File: src/rtl/rom_download_loader.sv
// rom_download_loader
//   Turns the data_io byte download stream into word-wide memory writes.
//   Bytes are packed into DW-bit words. Finished words are queued in a
//   small FIFO and handed to the memory controller over a toggle req/ack
//   handshake. The block also generates the game-core reset, which stays
//   high until the ROM image has reached memory, plus RESET_HOLD cycles.
// Ports
//   clk_sys, reset             system clock, synchronous active-high reset
//   ioctl_downl/index/wr/      data_io download stream (byte address/data)
//   addr/dout
//   user_reset                 OSD/button reset request
//   mem_req/mem_ack            toggle handshake to the memory controller
//   mem_addr/din/ds/we         write word address, data, byte enables, write flag
//   busy, rom_loaded           load status
//   core_reset                 reset to the game core
//   overflow                   sticky: a word was dropped because the FIFO was full
module rom_download_loader #(
  parameter int DW         = 16,
  parameter int AW         = 22,
  parameter int FIFO_DEPTH = 4,
  parameter int INDEX      = 0,
  parameter int RESET_HOLD = 16
) (
  input  logic          clk_sys,
  input  logic          reset,
  input  logic          ioctl_downl,
  input  logic [7:0]    ioctl_index,
  input  logic          ioctl_wr,
  input  logic [24:0]   ioctl_addr,
  input  logic [7:0]    ioctl_dout,
  input  logic          user_reset,
  output logic          mem_req,
  input  logic          mem_ack,
  output logic [AW-1:0] mem_addr,
  output logic [DW-1:0] mem_din,
  output logic [DW/8-1:0] mem_ds,
  output logic          mem_we,
  output logic          busy,
  output logic          rom_loaded,
  output logic          core_reset,
  output logic          overflow
);
  localparam int NB = DW / 8;
  localparam int LB = (NB > 1) ? $clog2(NB) : 0;
  localparam int LW = (LB > 0) ? LB : 1;
  localparam int PW = $clog2(FIFO_DEPTH);
  localparam int EW = AW + DW + NB;
  localparam int CW = (RESET_HOLD > 0) ? $clog2(RESET_HOLD + 1) : 1;

  typedef enum logic [2:0] {S_IDLE, S_LOADING, S_DRAIN, S_HOLD, S_RUN} state_t;

  // Input edge detection
  logic wr_d_reg, downl_d_reg;
  logic idx_ok, acc, dl_rise, dl_fall;
  assign idx_ok  = (ioctl_index == 8'(INDEX));
  assign acc     = ioctl_downl & idx_ok & ioctl_wr & ~wr_d_reg;
  assign dl_rise = ioctl_downl & ~downl_d_reg & idx_ok;
  assign dl_fall = ~ioctl_downl & downl_d_reg;

  // Byte lane and word address of the incoming byte
  logic [LW-1:0] lane;
  logic [AW-1:0] waddr;
  assign lane  = (NB > 1) ? ioctl_addr[LW-1:0] : '0;
  assign waddr = ioctl_addr[AW+LB-1:LB];

  generate
    if (AW + LB < 25) begin : g_unused
      logic unused_addr;
      assign unused_addr = &{1'b0, ioctl_addr[24:AW+LB]};
    end
  endgenerate

  // Packer
  logic [AW-1:0] pa_reg;
  logic [DW-1:0] pd_reg, pd_next;
  logic [NB-1:0] pe_reg, pe_next;
  logic          full_reg;
  logic          new_word, push;

  assign new_word = (pe_reg == '0) || (waddr != pa_reg);

  // Per-lane merge: a new word starts from blank lanes, otherwise the
  // incoming byte replaces just its own lane.
  genvar gi;
  generate
    for (gi = 0; gi < NB; gi++) begin : g_lane
      logic hit;
      assign hit = (lane == LW'(gi));
      assign pd_next[8*gi +: 8] = hit ? ioctl_dout : (new_word ? 8'h00 : pd_reg[8*gi +: 8]);
      assign pe_next[gi]        = hit | (~new_word & pe_reg[gi]);
    end
  endgenerate

  // full_reg pushes one cycle after the last lane lands; an address change
  // flushes the old word before the new byte replaces it; download end
  // flushes a partial word. acc can never coincide with full_reg because a
  // strobe needs ioctl_wr low for a cycle before it can rise again.
  assign push = full_reg | (((acc & (waddr != pa_reg)) | dl_fall) & (pe_reg != '0));

  always_ff @(posedge clk_sys) begin
    if (reset) begin
      wr_d_reg    <= 1'b0;
      downl_d_reg <= 1'b0;
      pa_reg      <= '0;
      pd_reg      <= '0;
      pe_reg      <= '0;
      full_reg    <= 1'b0;
    end else begin
      wr_d_reg    <= ioctl_wr;
      downl_d_reg <= ioctl_downl;
      if (full_reg || dl_fall) begin
        pe_reg   <= '0;
        full_reg <= 1'b0;
      end
      if (acc) begin
        pa_reg   <= waddr;
        pd_reg   <= pd_next;
        pe_reg   <= pe_next;
        full_reg <= (lane == LW'(NB - 1));
      end
    end
  end

  // Pending-write FIFO (pointers carry one wrap bit)
  logic [EW-1:0] fifo_mem [FIFO_DEPTH];
  logic [PW:0]   wr_ptr_reg, rd_ptr_reg;
  logic          fifo_empty, fifo_full, issue;
  logic          req_reg, we_reg, ovf_reg, port_idle;

  assign fifo_empty = (wr_ptr_reg == rd_ptr_reg);
  assign fifo_full  = (wr_ptr_reg[PW] != rd_ptr_reg[PW]) &&
                      (wr_ptr_reg[PW-1:0] == rd_ptr_reg[PW-1:0]);
  assign port_idle  = (req_reg == mem_ack);
  // we_reg is still high in the cycle the ack is seen, which pushes the
  // next issue to the following cycle.
  assign issue      = port_idle & ~we_reg & ~fifo_empty;

  always_ff @(posedge clk_sys) begin
    if (push && !fifo_full)
      fifo_mem[wr_ptr_reg[PW-1:0]] <= {pa_reg, pd_reg, pe_reg};
  end

  always_ff @(posedge clk_sys) begin
    if (reset) begin
      wr_ptr_reg <= '0;
      rd_ptr_reg <= '0;
      ovf_reg    <= 1'b0;
      req_reg    <= mem_ack;
      we_reg     <= 1'b0;
      mem_addr   <= '0;
      mem_din    <= '0;
      mem_ds     <= '0;
    end else begin
      if (push && !fifo_full) wr_ptr_reg <= wr_ptr_reg + (PW+1)'(1);
      if (dl_rise) ovf_reg <= 1'b0;
      else if (push && fifo_full) ovf_reg <= 1'b1;
      if (issue) begin
        {mem_addr, mem_din, mem_ds} <= fifo_mem[rd_ptr_reg[PW-1:0]];
        rd_ptr_reg <= rd_ptr_reg + (PW+1)'(1);
        req_reg    <= ~req_reg;
        we_reg     <= 1'b1;
      end else if (we_reg && port_idle) begin
        we_reg <= 1'b0;
      end
    end
  end

  // Load state machine
  state_t        state_reg, state_next;
  logic [CW-1:0] cnt_reg, cnt_next;
  logic          loaded_reg, loaded_next;
  logic          core_reset_reg;

  always_ff @(posedge clk_sys) begin
    if (reset) begin
      state_reg      <= S_IDLE;
      cnt_reg        <= '0;
      loaded_reg     <= 1'b0;
      core_reset_reg <= 1'b1;
    end else begin
      state_reg      <= state_next;
      cnt_reg        <= cnt_next;
      loaded_reg     <= loaded_next;
      // Uses the next state so the fall lands on the cycle RUN is entered.
      core_reset_reg <= user_reset | (state_next != S_RUN);
    end
  end

  always_comb begin
    state_next  = state_reg;
    cnt_next    = cnt_reg;
    loaded_next = loaded_reg;
    if (dl_rise) begin
      state_next  = S_LOADING;
      loaded_next = 1'b0;
    end else begin
      case (state_reg)
        S_LOADING: if (dl_fall) state_next = S_DRAIN;
        S_DRAIN: begin
          if (fifo_empty && (pe_reg == '0) && !full_reg && port_idle) begin
            state_next  = S_HOLD;
            loaded_next = 1'b1;
            cnt_next    = CW'(RESET_HOLD);
          end
        end
        S_HOLD: begin
          if (cnt_reg == '0) state_next = S_RUN;
          else cnt_next = cnt_reg - CW'(1);
        end
        default: ;
      endcase
    end
  end

  assign mem_req    = req_reg;
  assign mem_we     = we_reg;
  assign overflow   = ovf_reg;
  assign rom_loaded = loaded_reg;
  assign core_reset = core_reset_reg;
  assign busy       = (state_reg == S_LOADING) || (state_reg == S_DRAIN);
endmodule

File: config.mk
export PLATFORM = sky130hd
export DESIGN_NAME = rom_download_loader
export DESIGN_NICKNAME = d
export VERILOG_FILES = /design/src/rtl/rom_download_loader.sv
export SDC_FILE = /design/constraint.sdc
export NUM_CORES = 1
export LEC_CHECK = 0
export BUFFER_PORTS_ARGS = -buffer_cell sky130_fd_sc_hd__buf_2
export CELL_PAD_IN_SITES_DETAIL_PLACEMENT = 0
export CELL_PAD_IN_SITES_GLOBAL_PLACEMENT = 2
export CORE_ASPECT_RATIO = 0.6
export CORE_MARGIN = 2
export CORE_UTILIZATION = 45
export CTS_CLUSTER_SIZE = 10
export DETAILED_ROUTE_END_ITERATION = 7
export PLACE_DENSITY = 0.93
export SLEW_MARGIN = 20
export SYNTH_ARGS = -nofsm -noshare
export SYNTH_HDL_FRONTEND = slang
export SYNTH_SLANG_ARGS = --single-unit
File: constraint.sdc
create_clock -name clk_sys -period 10.48 [get_ports clk_sys]
set_input_delay 2.096 -clock clk_sys [delete_from_list [all_inputs] [get_ports clk_sys]]
set_output_delay 2.096 -clock clk_sys [all_outputs]
set_load 0.01 [all_outputs]
---- Yosys cells after proc, flatten, opt, wreduce, memory -nomap -nowiden ----
Memories as Yosys holds them, arrays and structs flattened. A register that Yosys moved wholly into a read port is not among the register bits.
Index checks and enable logic that the tools add are counted.
cells by class
  add/sub/neg operators ................... 3
  multiplexer cells ....................... 21
  reduce and logical (&&, ||, !) cells .... 26
  bitwise operators ....................... 26
  equality and inequality tests ........... 12
operators by type and width
  cell                   number
  $mux W8                3
  $ne A22 B22 Y1         1
  $and A1 B1 Y1          12
  $mux W3                4
  $reduce_bool A2 Y1     6
  $mux W5                2
  $pmux W5 S2            1
  $not A1 Y1             9
  $pmux W3 S3            1
  $logic_not A8 Y1       1
  $mux W1                8
  $logic_and A1 B1 Y1    7
  $add A3 B1 Y3 const B  2
  $eq A3 B2 Y1 const B   2
  $reduce_and A2 Y1      3
  $logic_not A5 Y1       1
  $or A1 B1 Y1           5
  $sub A5 B1 Y5 const B  1
  $mux W2                2
  $ne A2 B2 Y1 const B   2
  $reduce_and A4 Y1      1
  $eq A3 B1 Y1 const B   1
  $eq A3 B3 Y1           1
  $logic_or A1 B1 Y1     3
  other kinds (8)        9
word-level totals
  memory bits (writable) .................. 160
  output and inout port bits .............. 46
  bits in registers ....................... 62
  memories kept ........................... 1
  word-level logic and storage cells ...... 105
  input port bits ......................... 47
memories
  memory    depth  bits a word  read ports  clocked after Yosys merged registers in  wr ports  RTL line  source
  fifo_mem  4      40           1           1                                        1         125       logic [EW-1:0] fifo_mem [FIFO_DEPTH];

---- Logic depth before layout (Yosys ltp) ----
  word-level depth ........................ 11
  depth in mapped cells ................... 7
  mapped depth without buffers ............ 7

---- Worst setup path after synthesis ----
OpenSTA, ideal clock, no wires.
  path kind ............................... input to register
  from .................................... in ioctl_index[4]
  to ...................................... reg wr_ptr_reg[2]
  stages on the path ...................... 6
  path slack .............................. 4.901 ns
  setup time .............................. 0.124 ns
  buffers on the path ..................... 1
  data required time ...................... 10.356 ns
  arrival time ............................ 5.456 ns
  cells stage by stage .................... nor4b_2 > and4_1 > buf_2 > o2111ai_1 > a21oi_1 > mux2_2
on the way
  longest elaborated chain between the ends .. 9
ends and longest elaborated chain
  item                         RTL line  source
  start, declared              27        input logic [7:0] ioctl_index,
  $logic_not A8 Y1             55        assign idx_ok = (ioctl_index == 8'(INDEX));
  $and A1 B1 Y1 (3 in series)  56        assign acc = ioctl_downl & idx_ok & ioctl_wr & ~wr_d_reg;
  $and A1 B1 Y1                98        assign push = full_reg | (((acc & (waddr != pa_reg)) | dl_fall) & (pe_reg != '0));
  $or A1 B1 Y1                 98
  $and A1 B1 Y1                98
  $or A1 B1 Y1                 98
  $logic_and A1 B1 Y1          154       if (push && !fifo_full) wr_ptr_reg <= wr_ptr_reg + (PW+1)'(1);
  end signal, assigned         154
  end, declared                126       logic [PW:0] wr_ptr_reg, rd_ptr_reg;
No other way between the ends.
A chain may end at the register's enable or synchronous reset.

---- Worst setup path in the final report ----
  from .................................... in ioctl_index[4]
  to ...................................... mem fifo_mem[0][13] (netlist name), enable pin
on the way
  longest elaborated chain between the ends .. 11
ends and longest elaborated chain
  item                           RTL line  source
  $logic_not A8 Y1               55
  $and A1 B1 Y1 (3 in series)    56
  $and A1 B1 Y1                  98
  $or A1 B1 Y1                   98
  $and A1 B1 Y1                  98
  $or A1 B1 Y1                   98
  $logic_and A1 B1 Y1            139       if (push && !fifo_full)
  $mux W1                        139
  $mux W1 (not written as such)  140       fifo_mem[wr_ptr_reg[PW-1:0]] <= {pa_reg, pd_reg, pe_reg};
  end, declared                  125
No other way between the ends.

==> flow_summary.json <==
{
  "synth_edf_count": 161,
  "maxSlewHeadroom_pct": 30.5,
  "finalWorstPathRequiredPeriod_ns": 4.48,
  "cts_tree": "yes",
  "dp_slack_ns": 5.45,
  "areaGrowthSynthToFinish_pct": 16.2,
  "design_area_sq_um": 11700,
  "core_sq_um": 22000,
  "synthFlopType": "edfxtp_1",
  "die_area_sq_um": 23500,
  "antenna_found_initial": 0,
  "multi_input_area_sq_um": 2960,
  "die_x_microns": 197,
  "endpoint_kind": "flip-flop",
  "final-hold-violation-count": 0,
  "leakage_nw": 3.97,
  "ant_nets": 0,
  "timing.fmax_ghz": 0.223,
  "post-route-period-util_pct": 42.8,
  "globalRoute.totalOverflow": 0,
  "rsz0062_at_grt": "false",
  "dieHeight_microns": 120,
  "critPathLaunchType": "input pin",
  "crit_top_cell": "buf_4",
  "grt_max_degree": 88,
  "yosysSeqAreaShare_pct": 68.3,
  "drive_gt1_share_pct": 22.4,
  "clock_latency_ns": 0.54,
  "maxSlewViolCount": 0,
  "grt_pass1_wl_microns": 33600,
  "ys_seq_elements": 262,
  "dpl.hpwl_microns": 12900,
  "min_path_cells": 2,
  "grt_pass1_vias": 5883,
  "port_buffers": 90,
  "avgRoutedWirePerCell_microns": 18.8,
  "hold_class": "reg -> reg",
  "dp_cells": 1088,
  "final_cells": 1144,
  "ir_drop_mv": 0.122,
  "skew_ns": 0.0224,
  "reg2reg_depth": 7,
  "clockBufferDepth": 3,
  "tightest_slew_ns": 1.04,
  "crit_path_max_fanout": 31,
  "io_pins": 93,
  "track_usage_pct": 18.7,
  "clk_pin_slew_ns": 0.06,
  "yosysWarnings": 0,
  "synth.avg_cell_area_sq_um": 13.6,
  "antenna_cells": 0,
  "syn_area_sq_um": 10000,
  "cts_sinks": 262,
  "cts_buffers": 30,
  "path_depth": 8,
  "cp.required_ns": 10.66,
  "fin_ws_ns": 6.00,
  "report.final.setup_viol": 0,
  "h-tree-depth": 1,
  "gp_routability_congestion": 0.733,
  "path_class": "in -> reg",
  "synthCells": 736,
  "register_area_sq_um": 6860,
  "largest_reg_flops": 160,
  "cap_violations": 0,
  "powerDensity_nw_per_um2": 175,
  "cpMaxStageDelayCell": "buf_4",
  "synthesis.nets": 790,
  "critPathMaxStageDelay_ns": 0.48,
  "path_cells": "buf_2, nor4b_2, and4_1, buf_4, o211ai_1, a21oi_1, and2_2, buf_4",
  "n_fill_cell": 1864,
  "async_reset_ff_share_pct": 0,
  "final_nets": 888,
  "placed_cell_area_sq_um": 10800,
  "synth.distinct_cells": 49,
  "critPathArrivalTime_ns": 4.66,
  "first_pass_iters": 5,
  "vias_per_cell": 5.27,
  "drc": 0,
  "finalSetupTns_ns": 0,
  "cts_root_buf": "clkbuf_16",
  "vias": 6024,
  "cts-resized-gates": 0,
  "critPathTopFamily": "simple AND/OR/NAND/NOR gates",
  "rows": 42,
  "ctsHoldBuffers": 0,
  "status": "finished clean",
  "cp_num_buf_inv": 3,
  "initial_core_util_pct": 45.7,
  "power_mw": 2.04,
  "post_cts_buffers": 0,
  "routed_wl_microns": 21500,
  "drt_iter0_drc": 520
}
metal layers:
metal  vias up  track usage, %  share of wire [%]
li1       2864               -                  -
met1      2956            29.2                 49
met2       175            27.5                 44
met3        29            3.46                5.8
met4         0            3.99                1.3
met5         -               0                  0
cells in the mapped netlist, types with 5 or more instances:
| master | number | share of area [%] |
|---|---|---|
| nand4_1 | 8 | 0.50 |
| nand2_1 | 152 | 5.7 |
| nor2b_1 | 5 | 0.31 |
| mux4_2 | 40 | 9.0 |
| edfxtp_1 | 161 | 48 |
| inv_1 | 23 | 0.86 |
| a21oi_1 | 78 | 3.9 |
| clkbuf_1 | 20 | 0.75 |
| nor3_1 | 12 | 0.60 |
| buf_1 | 7 | 0.26 |
| dfxtp_1 | 101 | 20 |
| nor2_1 | 24 | 0.90 |
| o21ai_0 | 21 | 1.0 |
| ha_1 | 7 | 0.87 |
| xnor2_1 | 25 | 2.2 |
stage by stage:
step	utilization (%)	hold slack (ns)
2_1_floorplan	-	0.460
3_3_place_gp	49.1	0.441
3_5_place_dp	49.1	0.444
4_1_cts	53.1	0.452
5_1_grt	53.1	0.467
6_report	53.1	0.449
cell families after synthesis:
family | share of synthesized area (%)
xor gates and xnor gates | 2.91
adders and majority gates | 0.873
DFF | 68.3
AOI/OAI and AO/OA | 6.16
muxes | 9.30
and+or+nand+nor | 9.96
buffers and inverters | 2.46
report_power, final:
group / internal [mW] / switching, mW / leakage [nW]
combinational: 0.0118 / 0.0210 / 1.14
sequential: 1.08 / 0.000596 / 2.42
clock: 0.538 / 0.387 / 0.409
placed cells by master, fill, tap and decap left out, types with 2 or more instances in the layout:
cell type	n
o211ai_1	2
nor3_1	12
dfxtp_1	99
nand3b_1	2
ha_1	7
nand4_1	8
a21oi_1	77
and2_4	2
clkbuf_16	30
xor2_1	2
nand2b_1	4
xnor2_1	25
buf_4	11
nor2_1	24
dfxtp_2	2
o21ai_0	21
nand2_1	152
inv_1	23
buf_2	90
mux4_2	40
nor2b_1	5
nor4b_1	2
mux2_2	2
o21a_1	2
xnor2_4	2
o2111ai_1	2
edfxtp_1	161
clkbuf_1	24
worst min-delay path, cell delays in order (launching register included):
cell and delay [ns]:
dfxtp_1 0.30, nand2_1 0.05, a21oi_1 0.05
worst paths after layout:
kind | from | to | slack, ns
worst min register to register | mem_addr[8] | mem_addr[8] | 0.45
worst max register to register | wr_d_reg | fifo_mem[0][13] | 7.64
worst max-delay path | ioctl_index[4] | fifo_mem[0][13] | 6.00
worst min-delay path | mem_addr[8] | mem_addr[8] | 0.45
layout make-up:
type	instances	area share, %
Inverter	23	0.740
Clock buffer	54	7.21
Tap cell	286	3.07
Clock inverter	2	0.215
Multi-Input combinational cell	416	25.4
Timing Repair Buffer	101	4.57
Sequential cell	262	58.8
(Power assumes the default switching activity.)
